===== src/rtl/axi_wr_job_sched_pkg.sv =====
// Shared constants for the output-write job scheduler: FSM encodings and counter width.
package axi_wr_job_sched_pkg;

    typedef logic [2:0] sched_state_t;

    localparam sched_state_t S_IDLE      = 3'd0;
    localparam sched_state_t S_LAUNCH    = 3'd1;
    localparam sched_state_t S_WAIT_BUSY = 3'd2;
    localparam sched_state_t S_WAIT_DONE = 3'd3;
    localparam sched_state_t S_RESP      = 3'd4;

    localparam int JOBS_DONE_WIDTH = 16;

endpackage


===== src/rtl/axi_wr_job_sched_if.sv =====
// Per-core write-job request bus: cores post descriptors, the scheduler answers with accept/done pulses.
interface axi_wr_job_sched_if #(
    parameter int NUM_REQ             = 2,
    parameter int AXI_ADDR_WIDTH      = 64,
    parameter int AXI_XFER_SIZE_WIDTH = 32
);
    logic [NUM_REQ-1:0]                     req_valid;
    logic [NUM_REQ*AXI_ADDR_WIDTH-1:0]      req_ptr;
    logic [NUM_REQ*AXI_XFER_SIZE_WIDTH-1:0] req_size;
    logic [NUM_REQ-1:0]                     req_ready;
    logic [NUM_REQ-1:0]                     req_done;

    modport master (
        output req_valid,
        output req_ptr,
        output req_size,
        input  req_ready,
        input  req_done
    );

    modport slave (
        input  req_valid,
        input  req_ptr,
        input  req_size,
        output req_ready,
        output req_done
    );
endinterface


===== src/rtl/axi_wr_job_sched_rr_arbiter.sv =====
// Combinational round-robin pick: first requester at or after the pointer, wrapping modulo NUM_REQ.
module rr_arbiter #(
    parameter int NUM_REQ   = 2,
    parameter int IDX_WIDTH = $clog2(NUM_REQ)
) (
    input  logic [NUM_REQ-1:0]   req,
    input  logic [IDX_WIDTH-1:0] ptr,
    output logic [NUM_REQ-1:0]   grant,
    output logic [IDX_WIDTH-1:0] idx,
    output logic                 any
);

    int                   cand_s;
    logic [IDX_WIDTH-1:0] cand_idx_s;
    logic                 found_s;

    // Scan rotated request vector starting at the pointer
    always_comb begin
        grant      = '0;
        idx        = '0;
        found_s    = 1'b0;
        cand_s     = 0;
        cand_idx_s = '0;
        for (int i = 0; i < NUM_REQ; i++) begin
            cand_s = int'(ptr) + i;
            if (cand_s >= NUM_REQ) begin
                cand_s = cand_s - NUM_REQ;
            end else begin
                cand_s = cand_s;
            end
            cand_idx_s = IDX_WIDTH'(cand_s);
            if (!found_s && req[cand_idx_s]) begin
                found_s           = 1'b1;
                grant[cand_idx_s] = 1'b1;
                idx               = cand_idx_s;
            end else begin
                found_s = found_s;
            end
        end
    end

    assign any = |req;

endmodule


===== src/rtl/axi_wr_job_sched.sv =====
// Round-robin scheduler sharing one AXI output-write datapath between NUM_REQ compute cores.
module axi_wr_job_sched
    import axi_wr_job_sched_pkg::*;
#(
    parameter int NUM_REQ             = 2,
    parameter int AXI_ADDR_WIDTH      = 64,
    parameter int AXI_XFER_SIZE_WIDTH = 32,
    parameter int IDX_WIDTH           = $clog2(NUM_REQ)
) (
    input  logic                           clk,
    input  logic                           rst,
    axi_wr_job_sched_if.slave              req,
    output logic                           wr_start,
    input  logic                           wr_done,
    output logic [AXI_ADDR_WIDTH-1:0]      wr_data_ptr,
    output logic [AXI_XFER_SIZE_WIDTH-1:0] wr_data_size,
    output logic [IDX_WIDTH-1:0]           grant_idx,
    output logic                           busy,
    output logic [JOBS_DONE_WIDTH-1:0]     jobs_done
);

    localparam logic [IDX_WIDTH-1:0] LAST_IDX = IDX_WIDTH'(NUM_REQ - 1);

    sched_state_t                   state_r;
    sched_state_t                   state_nxt_s;
    logic [IDX_WIDTH-1:0]           rr_ptr_r;
    logic [IDX_WIDTH-1:0]           grant_idx_r;
    logic [AXI_ADDR_WIDTH-1:0]      ptr_r;
    logic [AXI_XFER_SIZE_WIDTH-1:0] size_r;
    logic                           wr_start_r;
    logic                           busy_r;
    logic [NUM_REQ-1:0]             req_done_r;
    logic [JOBS_DONE_WIDTH-1:0]     jobs_done_r;

    logic [NUM_REQ-1:0]             arb_grant_s;
    logic [IDX_WIDTH-1:0]           arb_idx_s;
    logic                           arb_any_s;
    logic                           accept_s;
    logic [AXI_ADDR_WIDTH-1:0]      sel_ptr_s;
    logic [AXI_XFER_SIZE_WIDTH-1:0] sel_size_s;
    logic [IDX_WIDTH-1:0]           done_idx_s;

    function automatic logic [NUM_REQ-1:0] idx_to_onehot(input logic [IDX_WIDTH-1:0] idx);
        logic [NUM_REQ-1:0] v;
        v      = '0;
        v[idx] = 1'b1;
        return v;
    endfunction

    rr_arbiter #(
        .NUM_REQ   (NUM_REQ),
        .IDX_WIDTH (IDX_WIDTH)
    ) u_arb (
        .req   (req.req_valid),
        .ptr   (rr_ptr_r),
        .grant (arb_grant_s),
        .idx   (arb_idx_s),
        .any   (arb_any_s)
    );

    // Accept is gated by reset so no ready pulse leaks while rst is held
    assign accept_s      = (state_r == S_IDLE) && arb_any_s && wr_done && !rst;
    assign req.req_ready = accept_s ? arb_grant_s : '0;

    // Winner's descriptor slices
    always_comb begin
        sel_ptr_s  = '0;
        sel_size_s = '0;
        for (int i = 0; i < NUM_REQ; i++) begin
            if (arb_idx_s == IDX_WIDTH'(i)) begin
                sel_ptr_s  = req.req_ptr[i*AXI_ADDR_WIDTH +: AXI_ADDR_WIDTH];
                sel_size_s = req.req_size[i*AXI_XFER_SIZE_WIDTH +: AXI_XFER_SIZE_WIDTH];
            end else begin
                sel_ptr_s  = sel_ptr_s;
                sel_size_s = sel_size_s;
            end
        end
    end

    // Next-state decode; zero-size jobs skip the datapath entirely
    always_comb begin
        state_nxt_s = state_r;
        case (state_r)
            S_IDLE: begin
                if (accept_s) begin
                    state_nxt_s = (sel_size_s == '0) ? S_RESP : S_LAUNCH;
                end else begin
                    state_nxt_s = S_IDLE;
                end
            end
            S_LAUNCH: state_nxt_s = S_WAIT_BUSY;
            S_WAIT_BUSY: begin
                if (!wr_done) begin
                    state_nxt_s = S_WAIT_DONE;
                end else begin
                    state_nxt_s = S_WAIT_BUSY;
                end
            end
            S_WAIT_DONE: begin
                if (wr_done) begin
                    state_nxt_s = S_RESP;
                end else begin
                    state_nxt_s = S_WAIT_DONE;
                end
            end
            S_RESP:  state_nxt_s = S_IDLE;
            default: state_nxt_s = S_IDLE;
        endcase
    end

    // Completion index: a zero-size job reaches S_RESP straight from accept
    assign done_idx_s = accept_s ? arb_idx_s : grant_idx_r;

    // State, descriptor latch, pulses and counter
    always_ff @(posedge clk) begin
        if (rst) begin
            state_r     <= S_IDLE;
            rr_ptr_r    <= '0;
            grant_idx_r <= '0;
            ptr_r       <= '0;
            size_r      <= '0;
            wr_start_r  <= 1'b0;
            busy_r      <= 1'b0;
            req_done_r  <= '0;
            jobs_done_r <= '0;
        end else begin
            state_r    <= state_nxt_s;
            busy_r     <= (state_nxt_s != S_IDLE);
            wr_start_r <= (state_nxt_s == S_LAUNCH);
            if (accept_s) begin
                grant_idx_r <= arb_idx_s;
                ptr_r       <= sel_ptr_s;
                size_r      <= sel_size_s;
            end else begin
                grant_idx_r <= grant_idx_r;
                ptr_r       <= ptr_r;
                size_r      <= size_r;
            end
            if (state_nxt_s == S_RESP) begin
                req_done_r  <= idx_to_onehot(done_idx_s);
                jobs_done_r <= jobs_done_r + JOBS_DONE_WIDTH'(1);
            end else begin
                req_done_r  <= '0;
                jobs_done_r <= jobs_done_r;
            end
            if (state_r == S_RESP) begin
                rr_ptr_r <= (grant_idx_r == LAST_IDX) ? '0 : grant_idx_r + 1'b1;
            end else begin
                rr_ptr_r <= rr_ptr_r;
            end
        end
    end

    assign req.req_done = req_done_r;
    assign wr_start     = wr_start_r;
    assign wr_data_ptr  = ptr_r;
    assign wr_data_size = size_r;
    assign grant_idx    = grant_idx_r;
    assign busy         = busy_r;
    assign jobs_done    = jobs_done_r;

endmodule


===== src/flat_wrapper.sv =====
// flat-port wrapper written by rule: the top's interface ports become plain ports
module axi_wr_job_sched_flat import axi_wr_job_sched_pkg::*;
#(
    parameter int NUM_REQ             = 2,
    parameter int AXI_ADDR_WIDTH      = 64,
    parameter int AXI_XFER_SIZE_WIDTH = 32,
    parameter int IDX_WIDTH           = $clog2(NUM_REQ)
)
  (clk, rst, wr_start, wr_done, wr_data_ptr, wr_data_size, grant_idx, busy, jobs_done, req_req_valid, req_req_ptr, req_req_size, req_req_ready, req_req_done);
  axi_wr_job_sched_if #(.NUM_REQ(NUM_REQ), .AXI_ADDR_WIDTH(AXI_ADDR_WIDTH), .AXI_XFER_SIZE_WIDTH(AXI_XFER_SIZE_WIDTH)) req_i ();
  input  logic clk;
  input  logic rst;
  output logic wr_start;
  input  logic wr_done;
  output logic [AXI_ADDR_WIDTH-1:0] wr_data_ptr;
  output logic [AXI_XFER_SIZE_WIDTH-1:0] wr_data_size;
  output logic [IDX_WIDTH-1:0] grant_idx;
  output logic busy;
  output logic [JOBS_DONE_WIDTH-1:0] jobs_done;
  input wire logic [$bits(req_i.req_valid)-1:0] req_req_valid;
  input wire logic [$bits(req_i.req_ptr)-1:0] req_req_ptr;
  input wire logic [$bits(req_i.req_size)-1:0] req_req_size;
  output wire logic [$bits(req_i.req_ready)-1:0] req_req_ready;
  output wire logic [$bits(req_i.req_done)-1:0] req_req_done;
  assign req_i.req_valid = req_req_valid;
  assign req_i.req_ptr = req_req_ptr;
  assign req_i.req_size = req_req_size;
  assign req_req_ready = req_i.req_ready;
  assign req_req_done = req_i.req_done;
  axi_wr_job_sched #(.NUM_REQ(NUM_REQ), .AXI_ADDR_WIDTH(AXI_ADDR_WIDTH), .AXI_XFER_SIZE_WIDTH(AXI_XFER_SIZE_WIDTH), .IDX_WIDTH(IDX_WIDTH)) u_core (.clk(clk), .rst(rst), .req(req_i), .wr_start(wr_start), .wr_done(wr_done), .wr_data_ptr(wr_data_ptr), .wr_data_size(wr_data_size), .grant_idx(grant_idx), .busy(busy), .jobs_done(jobs_done));
endmodule

===== config.mk =====
export PLATFORM = sky130hd
export DESIGN_NAME = axi_wr_job_sched_flat
export DESIGN_NICKNAME = d
export VERILOG_FILES = /design/src/rtl/axi_wr_job_sched_pkg.sv /design/src/rtl/axi_wr_job_sched_if.sv /design/src/rtl/axi_wr_job_sched_rr_arbiter.sv /design/src/rtl/axi_wr_job_sched.sv /design/src/flat_wrapper.sv
export SDC_FILE = /design/constraint.sdc
export NUM_CORES = 1
export LEC_CHECK = 0
export ABC_AREA = 1
export CAP_MARGIN = 20
export CORE_MARGIN = 4
export CORE_UTILIZATION = 30
export DETAILED_ROUTE_END_ITERATION = 8
export PLACE_DENSITY = 0.66
export SLEW_MARGIN = 30
export SYNTH_ARGS = -nofsm -noshare
export SYNTH_HDL_FRONTEND = slang
export SYNTH_SLANG_ARGS = --single-unit

===== constraint.sdc =====
create_clock -name clk -period 2.2 [get_ports clk]
set_input_delay 0.44 -clock clk [delete_from_list [all_inputs] [get_ports clk]]
set_output_delay 0.44 -clock clk [all_outputs]
set_load 0.05 [all_outputs]

# ---- Word level (Yosys, flattened, before mapping)
# Index checks and enable logic that the tools add are counted.
dict set report op_classes {
  n_bitwise 2
  reduce_logical 14
  n_mux 27
  eq_ne 6
  addsub 5
  magnitude_cmp 8
}
# op n
set ops {}
lappend ops {{64-bit 2-to-1 mux} 1}
lappend ops {{32-bit zero test} 1}
lappend ops {{32-bit 2-to-1 mux} 1}
lappend ops {{16-bit by 1-bit adder with 16-bit output (second input constant)} 1}
lappend ops {{1-bit 2-to-1 mux} 15}
lappend ops {{3-bit case mux with 4 select lines} 1}
lappend ops {{3-bit 2-to-1 mux} 3}
lappend ops {{1-bit logical AND} 7}
lappend ops {{3-bit by 1-bit == test with 1-bit output (second input constant)} 2}
lappend ops {{3-bit by 2-bit == test with 1-bit output (second input constant)} 2}
lappend ops {{3-bit == test (second input constant)} 2}
lappend ops {{1-bit by 2-bit less-than comparator with 1-bit output (second input constant)} 3}
lappend ops {{2-bit 2-to-1 mux} 3}
lappend ops {{2-bit OR reduction} 2}
lappend ops {{1-bit demux with 1-bit select} 3}
lappend ops {{1-bit greater-or-equal comparator (second input constant)} 3}
lappend ops {{3-bit zero test} 1}
lappend ops {{3-bit nonzero test} 1}
lappend ops {{1-bit by 1-bit adder with 2-bit output (second input constant)} 1}
lappend ops {{1-bit by 2-bit greater-or-equal comparator with 1-bit output (second input constant)} 1}
lappend ops {{2-bit greater-or-equal comparator (second input constant)} 1}
lappend ops {{1-bit zero test} 2}
lappend ops {{2-bit bitwise OR} 1}
lappend ops {{1-bit subtractor (second input constant)} 2}
lappend ops {{2 further kinds} 2}
dict set report word_totals {
  out_inout_bits 119
  reg_bits 121
  wordCells 71
  inputBits 197
}

# ---- Longest topological paths before layout
# Gate-level depths: netlist (run 1).
dict set report logic_depth {
  word_depth 16
  ltp_mapped 15
  mapped_depth_nobuf 14
}

# ---- Hierarchy
# A second synthesis (run 1) with hierarchy kept.
dict set report hier_totals {
  hier_cells 821
  area_unflattened_um2 5601.6
}
# module area_per_inst_um2 n_inst cells_per_inst
set by_module_without_submodules {}
lappend by_module_without_submodules {axi_wr_job_sched 5571.6 1 814}
lappend by_module_without_submodules {rr_arbiter 30.0 1 7}

# ---- Worst setup path after synthesis (run 1)
# No wires, ideal clock.
dict set report synth_timing {
  path_kind {input port to output port}
  start {in wr_done}
  end {out req_req_ready[0]}
  arrival_time_ns 1.561
  cell_stages 8
  path_slack_ns 0.199
  required_ns 1.760
  path_cell_list {inv_1 > nor3_1 > and3_1 > buf_2 > nand2_1 > inv_1 > buf_2 > buf_2}
}
dict set report synth_via {
  elab_chain_cells 3
}
# item line_no
set synth_lines {}
lappend synth_lines {{start, declared} flat_wrapper.sv:14} ;# input logic wr_done;
lappend synth_lines {{1-bit logical AND (2 in series)} axi_wr_job_sched.sv:62} ;# assign accept_s = (state_r == S_IDLE) && arb_any_s && wr_done && !rst;
lappend synth_lines {{2-bit 2-to-1 mux} axi_wr_job_sched.sv:63} ;# assign req.req_ready = accept_s ? arb_grant_s : '0;
lappend synth_lines {{end, declared} flat_wrapper.sv:23} ;# output wire logic [$bits(req_i.req_ready)-1:0] req_req_ready;
# No other way between the ends.

# ---- Final worst setup path (run 1)
dict set report layout_timing {
  start {reg u_core.jobs_done_r[0] (netlist: u_core.jobs_done[0])}
  end {out jobs_done[0]}
}
# item line_no
set layout_lines {}
lappend layout_lines {{start, declared} axi_wr_job_sched.sv:33} ;# logic [JOBS_DONE_WIDTH-1:0] jobs_done_r;
lappend layout_lines {{start signal, assigned} axi_wr_job_sched.sv:141} ;# jobs_done_r <= jobs_done_r + JOBS_DONE_WIDTH'(1);
lappend layout_lines {{start signal, assigned} axi_wr_job_sched.sv:144} ;# jobs_done_r <= jobs_done_r;
lappend layout_lines {{end, declared} flat_wrapper.sv:19} ;# output logic [JOBS_DONE_WIDTH-1:0] jobs_done;
# No word-level cell between the ends.

==> results.py, run 1 <==
metrics = {
    "yosys": {
        "yosys_register_bits": 121,
        "ys.flop_type": "dfxtp_1",
        "synth_cells": 802,
        "yosysTopAreaCell": "dfxtp_1",
        "ys_async_sr_fraction": 0,
        "synthTopCellsByArea": "dfxtp_1 44%, nand2_1 21%, a31oi_1 7.2%",
        "synth-seq-area-share": 0.4368,
        "yosys.area.top_type_share": 0.4368,
        "synth_cell_types": 27,
        "avgSynthCellArea_um2": 6.914,
        "synth_edf_count": 0,
        "synth_area_um2": 5545,
        "synthesis.nets": 1000,
        "yosysWarnings": 0,
    },
    "global_route": {
        "grt_pass1_wl_mm": 32.20,
        "antenna_found_initial": 0,
        "grt_max_degree": 83,
        "grt_pass1_vias": 6148,
        "overflow": 0,
        "grt_usage": 0.1980,
    },
    "sta": {
        "clock_skew_ns": 0.01667,
        "tightest_slew_ns": 0.9289,
        "final-setup-viol-count": 0,
        "holdWs_ns": 0.4390,
        "min_period_over_period": 0.9611,
        "fmax_ghz": 0.4729,
        "final_max_slew_viol_count": 0,
        "min_period_ns": 2.115,
        "hold_violations": 0,
        "slew_headroom": 0.3807,
    },
    "run": {
        "cap_violations": 0,
    },
    "min_path": {
        "hp-class": "primary input to register",
    },
    "cells_and_area": {
        "final_common_cell": "nand2_1",
        "syn2layout_area_growth_pct": 79.67,
        "final_nets": 1340,
        "drive_gt1_frac": 0.09957,
        "n_antenna_cell": 0,
        "final_cell_mix": "309 x nand2_1, 298 x clkdlybuf4s50_1, 121 x dfxtp_1",
        "final_util": 0.5509,
    },
    "pwr": {
        "peakVddDrop_uv": 514.1,
        "power_density_nw_per_um2": 686.0,
        "leakage_uw": 0.003968,
    },
    "setup_path": {
        "cp-end-kind": "primary output",
        "critical_path.slowest_cell": "clkdlybuf4s50_1",
        "crit_type": "register to primary output",
        "path_cells": "clkdlybuf4s50_1",
        "crit_path_start_kind": "register",
        "cp.required_ns": 1.76,
        "cp_top_family": "buffers and inverters",
        "path_buf_inv": 1,
        "critPathArrivalTime_ns": 1.67,
        "cp_max_fo": 5,
        "max_stage_delay_ns": 0.84,
    },
    "die": {
        "initial_core_util": 0.3066,
        "die_y_um": 144.0,
        "io_pins": 316,
        "die_width_um": 144.0,
        "die_area_um2": 20720,
        "core_area_um2": 18090,
        "rows": 49,
    },
    "placed_design": {
        "dp_hpwl_mm": 16.02,
        "port_buffers": 315,
        "place.gp.congestion": 0.9138,
    },
    "route": {
        "viasPerCell": 4.720,
        "drtPass1Iterations": 4,
        "wire_per_inst_um": 15.42,
        "final_antenna_net_count": 0,
        "drt-total-wl_mm": 21.35,
        "drc": 0,
        "drtIter0Drc": 238,
        "vias": 6533,
    },
    "clock_tree": {
        "clk_pin_slew_ns": 0.06,
        "cts_hold_buf": 0,
        "ctsHtreeMaxLevel": 4,
        "cts-root-buf": "clkbuf_16",
        "cts_buffer_depth": 2,
        "cts_made_buffers": 17,
        "cts_sinks": 121,
        "cts_tree": "built",
        "insertion_delay_ns": 0.42,
    },
    "status": {
        "status": "finished clean",
    },
}
metal layers:
metal | global-route usage | part of all wire | vias up
li1 | - | - | 3299
met1 | 0.2257 | 0.39 | 2965
met2 | 0.3417 | 0.50 | 237
met3 | 0.06456 | 0.080 | 32
met4 | 0.07978 | 0.028 | 0
met5 | 0 | 0 | -
cell usage after synthesis (2+ instances only):
cell type / instances
nand2_1: 310
dfxtp_1: 121
a31oi_1: 64
inv_1: 56
a21oi_1: 47
o21ai_0: 36
clkbuf_1: 31
nand3_1: 23
nor2_1: 23
nand3b_1: 21
buf_2: 16
nor3_1: 13
xor2_1: 10
o21ai_1: 7
buf_4: 4
xnor2_1: 4
inv_2: 3
nand2_2: 2
nor2_2: 2
nor4_1: 2
where the power goes:
group | switching, uW | internal [uW] | total [uW]
Combinational | 773 | 670 | 1440
Clock | 1120 | 1920 | 3030
Sequential | 55.4 | 2300 | 2360
cells by family after synthesis:
logic type                 count (synthesis)  synth area share
buffers and inverters                    111           0.08281
and+or+nand+nor                          400            0.3005
xor gates and xnor gates                  14           0.02211
AOI/OAI and AO/OA                        155            0.1555
adders and majority gates                  1          0.002256
DFF                                      121            0.4368
what timing repair did:
action	4_1_cts	5_1_grt
gates resized for setup	10	13
cloned	0	2
setup buffers	2	1
pin swaps	1	2
endpoints found under the setup margin	3	16
worst paths after layout:
| check | slack (ns) | from | cells past startpoint | endpoint |
|---|---|---|---|---|
| worst max-delay path | 0.09 | u_core.jobs_done[0] | 1 | jobs_done[0] |
| worst min-delay path | 0.44 | rst | 4 | u_core.jobs_done[1] |
| worst max register to register | 0.21 | u_core.rr_ptr_r | 13 | u_core.jobs_done[10] |
| worst min register to register | 0.45 | u_core.grant_idx | 1 | u_core.rr_ptr_r |
sequential cells by signal, summed over array words and instances (netlist names):
name / flops
u_core.busy: 1
u_core.grant_idx: 1
u_core.jobs_done: 16
u_core.req.req_done: 2
u_core.rr_ptr_r: 1
u_core.state_r: 3
u_core.wr_data_ptr: 64
u_core.wr_data_size: 32
u_core.wr_start: 1
per-stage QoR:
stage	setup TNS (ns)	instances	power, uW	setup slack [ns]	cell area (um2)
after floorplan	0	802	3091	0.1993	5545
after CTS	0	1381	6888	0.01617	9869
final	0	1384	6834	0.08548	9963
after global placement	-20.22	1347	3833	-0.3386	9199
after global routing	-0.05617	1384	7097	-0.02573	9963
after detailed placement	-23.25	1347	3837	-0.3875	9199
cell type report:
type,count,area [um2]
Tap cell,229,286.5
Sequential cell,121,2422
Clock buffer,17,425.4
Clock inverter,15,212.7
Inverter,59,221.5
Multi-Input combinational cell,571,2721
Fill cell,1730,8123
Timing Repair Buffer,372,3674
(Power assumes the default switching activity.)
==> inputs of run 2 (changes only) <==
Settings changed: CTS_BUF_LIST from default to sky130_fd_sc_hd__clkbuf_8, DONT_BUFFER_PORTS from default to 1, PLACE_DENSITY 0.66 to default, SKIP_CTS_REPAIR_TIMING from default to 1.
==> run 2 against run 1 <==
Worst hold slack got worse by 0.35 ns; first-iteration DRC count rose by 27%; via count is 19% lower; combinational power shrank 71%; sequential share of layout area is 14 points higher; utilization is 20 points lower; design area down 36%; sequential power is 17% higher; register-to-register slack better by 0.03 ns; die area stayed put; critical endpoint is now req_req_ready[0].
==> results.py, run 2 (same netlist as run 1, synthesis figures left out) <==
metrics = {
    "run": {
        "cap_violations": 0,
    },
    "global_route": {
        "use_met3": 0.06090,
        "antenna_found_initial": 1,
        "grt.met1_usage": 0.2039,
        "grt_usage": 0.1696,
        "grt_pass1_wl_mm": 27.50,
        "use_met2": 0.2800,
        "top_usage_layer": "met2",
        "grt_max_degree": 85,
        "grt_pass1_vias": 5005,
        "overflow": 0,
    },
    "pwr": {
        "internal_power_uw": 3494,
        "power_density_nw_per_um2": 815.2,
        "swShare": 0.3283,
        "p_seq_frac": 0.528,
        "leakage_uw": 0.002439,
        "pwr-share-comb": 0.080,
        "peakVddDrop_uv": 370.1,
        "power.clock.fraction": 0.392,
        "switchingPower_uw": 1708,
    },
    "die": {
        "io_pins": 316,
        "core_area_um2": 18090,
        "rows": 49,
        "initial_core_util": 0.3066,
        "die_y_um": 144.0,
        "die_width_um": 144.0,
        "die_area_um2": 20720,
    },
    "cells_and_area": {
        "final_cell_mix": "310 x nand2_1, 121 x dfxtp_1, 64 x a31oi_1",
        "num-fill-cells": 1903,
        "drive_gt1_frac": 0.09792,
        "final_util": 0.3528,
        "largest_reg_flops": 64,
        "final_nets": 1002,
        "finalNonFillerCells": 1047,
        "final_common_cell": "nand2_1",
        "syn2layout_area_growth_pct": 15.07,
    },
    "setup_path": {
        "path_buf_inv": 4,
        "critPathArrivalTime_ns": 1.62,
        "cp_max_fo": 12,
        "cp.required_ns": 1.76,
        "critical_path.slowest_cell": "dfxtp_1",
        "cp-end-kind": "primary output",
        "max_stage_delay_ns": 0.32,
        "crit_path_start_kind": "register",
        "crit_type": "register to primary output",
        "path_cells": "inv_1 > nand2_1 > inv_1 > and3_4 > nand2_1 > inv_4 > buf_12",
        "cp_top_family": "buffers and inverters",
    },
    "clock_tree": {
        "ctsHtreeMaxLevel": 4,
        "cts-root-buf": "clkbuf_8",
        "cts_tree": "built",
        "insertion_delay_ns": 0.44,
        "clk_pin_slew_ns": 0.08,
        "cts_buffer_depth": 2,
        "cts_made_buffers": 17,
        "cts_sinks": 121,
    },
    "sta": {
        "fmax_ghz": 0.4861,
        "final-setup-viol-count": 0,
        "clock_skew_ns": 0.01356,
        "final_max_slew_viol_count": 0,
        "min_period_ns": 2.057,
        "slew_headroom": 0.5731,
        "min_period_over_period": 0.9351,
        "hold_violations": 0,
        "finalSetupTns_ns": 0,
        "tightest_slew_ns": 0.6395,
    },
    "placed_design": {
        "port_buffers": 0,
        "dp.cells": 1011,
        "dp_hpwl_mm": 13.46,
        "place.gp.congestion": 0.8392,
    },
    "route": {
        "vias": 5312,
        "viasPerCell": 5.074,
        "drc": 0,
        "final_antenna_net_count": 0,
        "drtIter0Drc": 303,
        "drtPass1Iterations": 5,
        "drt-total-wl_mm": 18.72,
        "wire_per_inst_um": 17.88,
    },
    "min_path": {
        "hp-class": "primary input to register",
    },
    "status": {
        "status": "finished clean",
    },
}
-- run 2: metal layers --
metal,routed length [um],share of wire
met5,0,0
met2,9216,0.49
met1,7649,0.41
met4,318,0.017
met3,1533,0.082
-- run 2: through the flow --
step | cell area (um2) | setup slack (ns) | hold WS (ns) | power [uW]
finish | 6381 | 0.1427 | 0.09186 | 5202
CTS | 6297 | -0.02358 | 0.03518 | 5265
global route | 6381 | -0.002787 | 0.04485 | 5436
floorplan | 5545 | 0.1993 | 0.4698 | 3091
global placement | 5898 | 0.1723 | 0.4980 | 3197
detailed placement | 5898 | 0.1470 | 0.5013 | 3201
-- run 2: final timing paths --
check	startpoint	to	slack, ns	depth (start not counted)
worst min register to register	u_core.state_r[2]	u_core.state_r[1]	0.51	1
worst max-delay path	u_core.state_r[0]	req_req_ready[0]	0.14	7
worst max register to register	u_core.rr_ptr_r	u_core.jobs_done[4]	0.24	13
worst min-delay path	rst	u_core.state_r[1]	0.09	1
-- run 2: power groups by stage --
stage	logic [uW]	registers (uW)	clock network (uW)
6_report	417	2750	2040
5_1_grt	476	2760	2200
4_1_cts	404	2750	2110
3_5_place_dp	403	2800	0
3_3_place_gp	397	2800	0
2_1_floorplan	324	2770	0
-- run 2: worst reg2reg max path: stages (launching register included) --
cell      delay, ns
dfxtp_1        0.34
inv_2          0.05
nand2_2        0.07
buf_4          0.21
nand3b_1       0.11
nand2_1        0.11
nand2_1        0.05
nor2_1         0.09
nand2_1        0.13
nor2_4         0.17
nand3_4        0.13
buf_4          0.22
nand3_1        0.09
a21oi_1        0.07
-- run 2: cell type report --
type	count	area, um2	area share
diodes	1	2.502	0.0003922
clock buffers	18	247.7	0.03882
clock inverters	14	151.4	0.02373
inverters	59	224.0	0.03510
multi-input cells	570	2683	0.4204
flip-flops and latches	121	2422	0.3796
well taps	229	286.5	0.04490
repair buffers	35	364.1	0.05706
==> inputs of run 3 (changes only) <==
Settings changed: SLEW_MARGIN 30 to 20.
==> results of run 3 <==
The final DEF is identical to that of run 2; final timing and power are the same.
==> RTL edit: new RTL, flow settings as in run 3 <==
`JOBS_DONE_WIDTH`: 16 -> 24.
--- a/src/rtl/axi_wr_job_sched_pkg.sv
+++ b/src/rtl/axi_wr_job_sched_pkg.sv
@@ -9,7 +9,7 @@
     localparam sched_state_t S_WAIT_DONE = 3'd3;
     localparam sched_state_t S_RESP      = 3'd4;
 
-    localparam int JOBS_DONE_WIDTH = 16;
+    localparam int JOBS_DONE_WIDTH = 24;
 
 endpackage
 
Ports: changed (resized jobs_done); port bits go from 316 to 324. No check against the original RTL was run, so the function may have changed too.
==> RTL edit against run 3 <==
Synthesized area up 8.7%; power is 2.9% higher; routed wire length rose by 7.7%; sequential share of layout area down 1.4 points; design area is 11% higher; combinational power is 2% higher; sequential cell count is 8 higher; worst setup slack better by 0.017 ns; critical path depth fell by 1; largest cell class unchanged.
==> RTL edit: results <==
metrics = {
    "run_status": {
        "status": "completed",
    },
    "pwr": {
        "power.share.clock_pct": 37.9,
        "power.sequential.total_w": 0.00290,
        "ir_worst_vdd_mv": 0.3217,
        "power.leakage_nw": 2.673,
        "p_per_area_nw_per_um2": 756.9,
        "power.internal_w": 0.003562,
    },
    "synthesis": {
        "ys_seq_area_share_pct": 42.84,
        "synth_area_leaders": "dfxtp_1 43%, nand2_1 20%, a31oi_1 6.6%",
        "synthDistinctLibCells": 27,
        "synth_fa_ha_area_share_pct": 0.2076,
        "synth_compound_area_share_pct": 14.96,
        "synthXorXnorAreaFrac_pct": 3.196,
        "synthTopCellsByCount": "324 x nand2_1, 129 x dfxtp_1, 64 x a31oi_1, 59 x inv_1, 55 x a21oi_1",
        "syn_avg_cell_area_sq_um": 6.913,
    },
    "setup_path": {
        "rr_worst_depth": 15,
        "crit_path_end": "req_req_ready[1]",
        "crit_fanout": 13,
        "cpMaxStageDelayCell": "dfxtp_1",
        "reg2reg_slack_ns": 0.19,
        "cp-startpoint": "u_core.state_r[2]$_SDFF_PP0_",
        "regToRegEndpoint": "u_core.jobs_done[0]$_SDFFE_PP0N_",
        "critPathMaxStageDelay_ns": 0.34,
        "cp.arrival_ns": 1.60,
    },
    "global_routing": {
        "grt_pass1_vias": 5229,
        "antenna_found_initial": 0,
        "grt_pass1_wl_microns": 28750,
        "grt_max_degree": 92,
        "grt_usage_pct": 16.41,
    },
    "timing": {
        "tightestPinTransition_ns": 0.7094,
        "skew_ns": 0.01154,
        "worst_slack_ns": 0.1598,
        "finalSetupTns_ns": 0,
        "whs_ns": 0.07242,
    },
    "placement": {
        "gp_congestion": 0.9113,
        "hpwlAfterDp_microns": 14440,
        "pre_cts_ws_ns": 0.008975,
        "placedInstanceArea_sq_um": 6500,
    },
    "final_layout": {
        "layout.nets": 1086,
        "n_antenna_cell": 0,
        "largest_reg_flops": 64,
        "drive_above_1_share_pct": 11.65,
    },
    "drt": {
        "drt_iter0_markers": 420,
        "vias": 5844,
        "wl_microns": 20160,
        "vias_per_cell": 5.012,
    },
    "clock_network": {
        "root_buffer": "clkbuf_8",
    },
    "min_path": {
        "whs_endpoint": "u_core.wr_data_ptr[46]$_SDFFE_PP0N_",
        "hp-class": "in2reg",
    },
}
-- RTL edit: layout make-up --
cell class / count / area [sq um]
fill: 2042 / 12520
multi-input combinational: 626 / 2997
sequential: 129 / 2582
timing repair buffer: 52 / 525.5
tap: 265 / 331.6
clock buffer: 18 / 247.7
inverter: 62 / 242.7
clock inverter: 14 / 142.6
-- RTL edit: kinds of logic (layout without fill, tap and decap cells) --
kind of cell | Yosys count | after routing
buffers and inverters | 117 | 146
AOI/OAI and AO/OA | 163 | 163
adders and majority gates | 1 | 1
and+or+nand+nor | 440 | 440
xor gates and xnor gates | 22 | 22
DFF | 129 | 129
-- RTL edit: critical path: cells and delay by family, from the launching register on --
family                 cells  cell delay [ns]
AND/OR/NAND/NOR            3             0.47
flip-flops                 1             0.34
buffers and inverters      3             0.32
-- RTL edit: layer usage --
metal,GRT usage [%],up-vias,part of all wire (%)
li1,-,2887,-
met1,20.06,2638,41
met2,27.53,295,49
met3,4.361,24,7.8
met4,6.496,0,2.0
met5,0,-,0
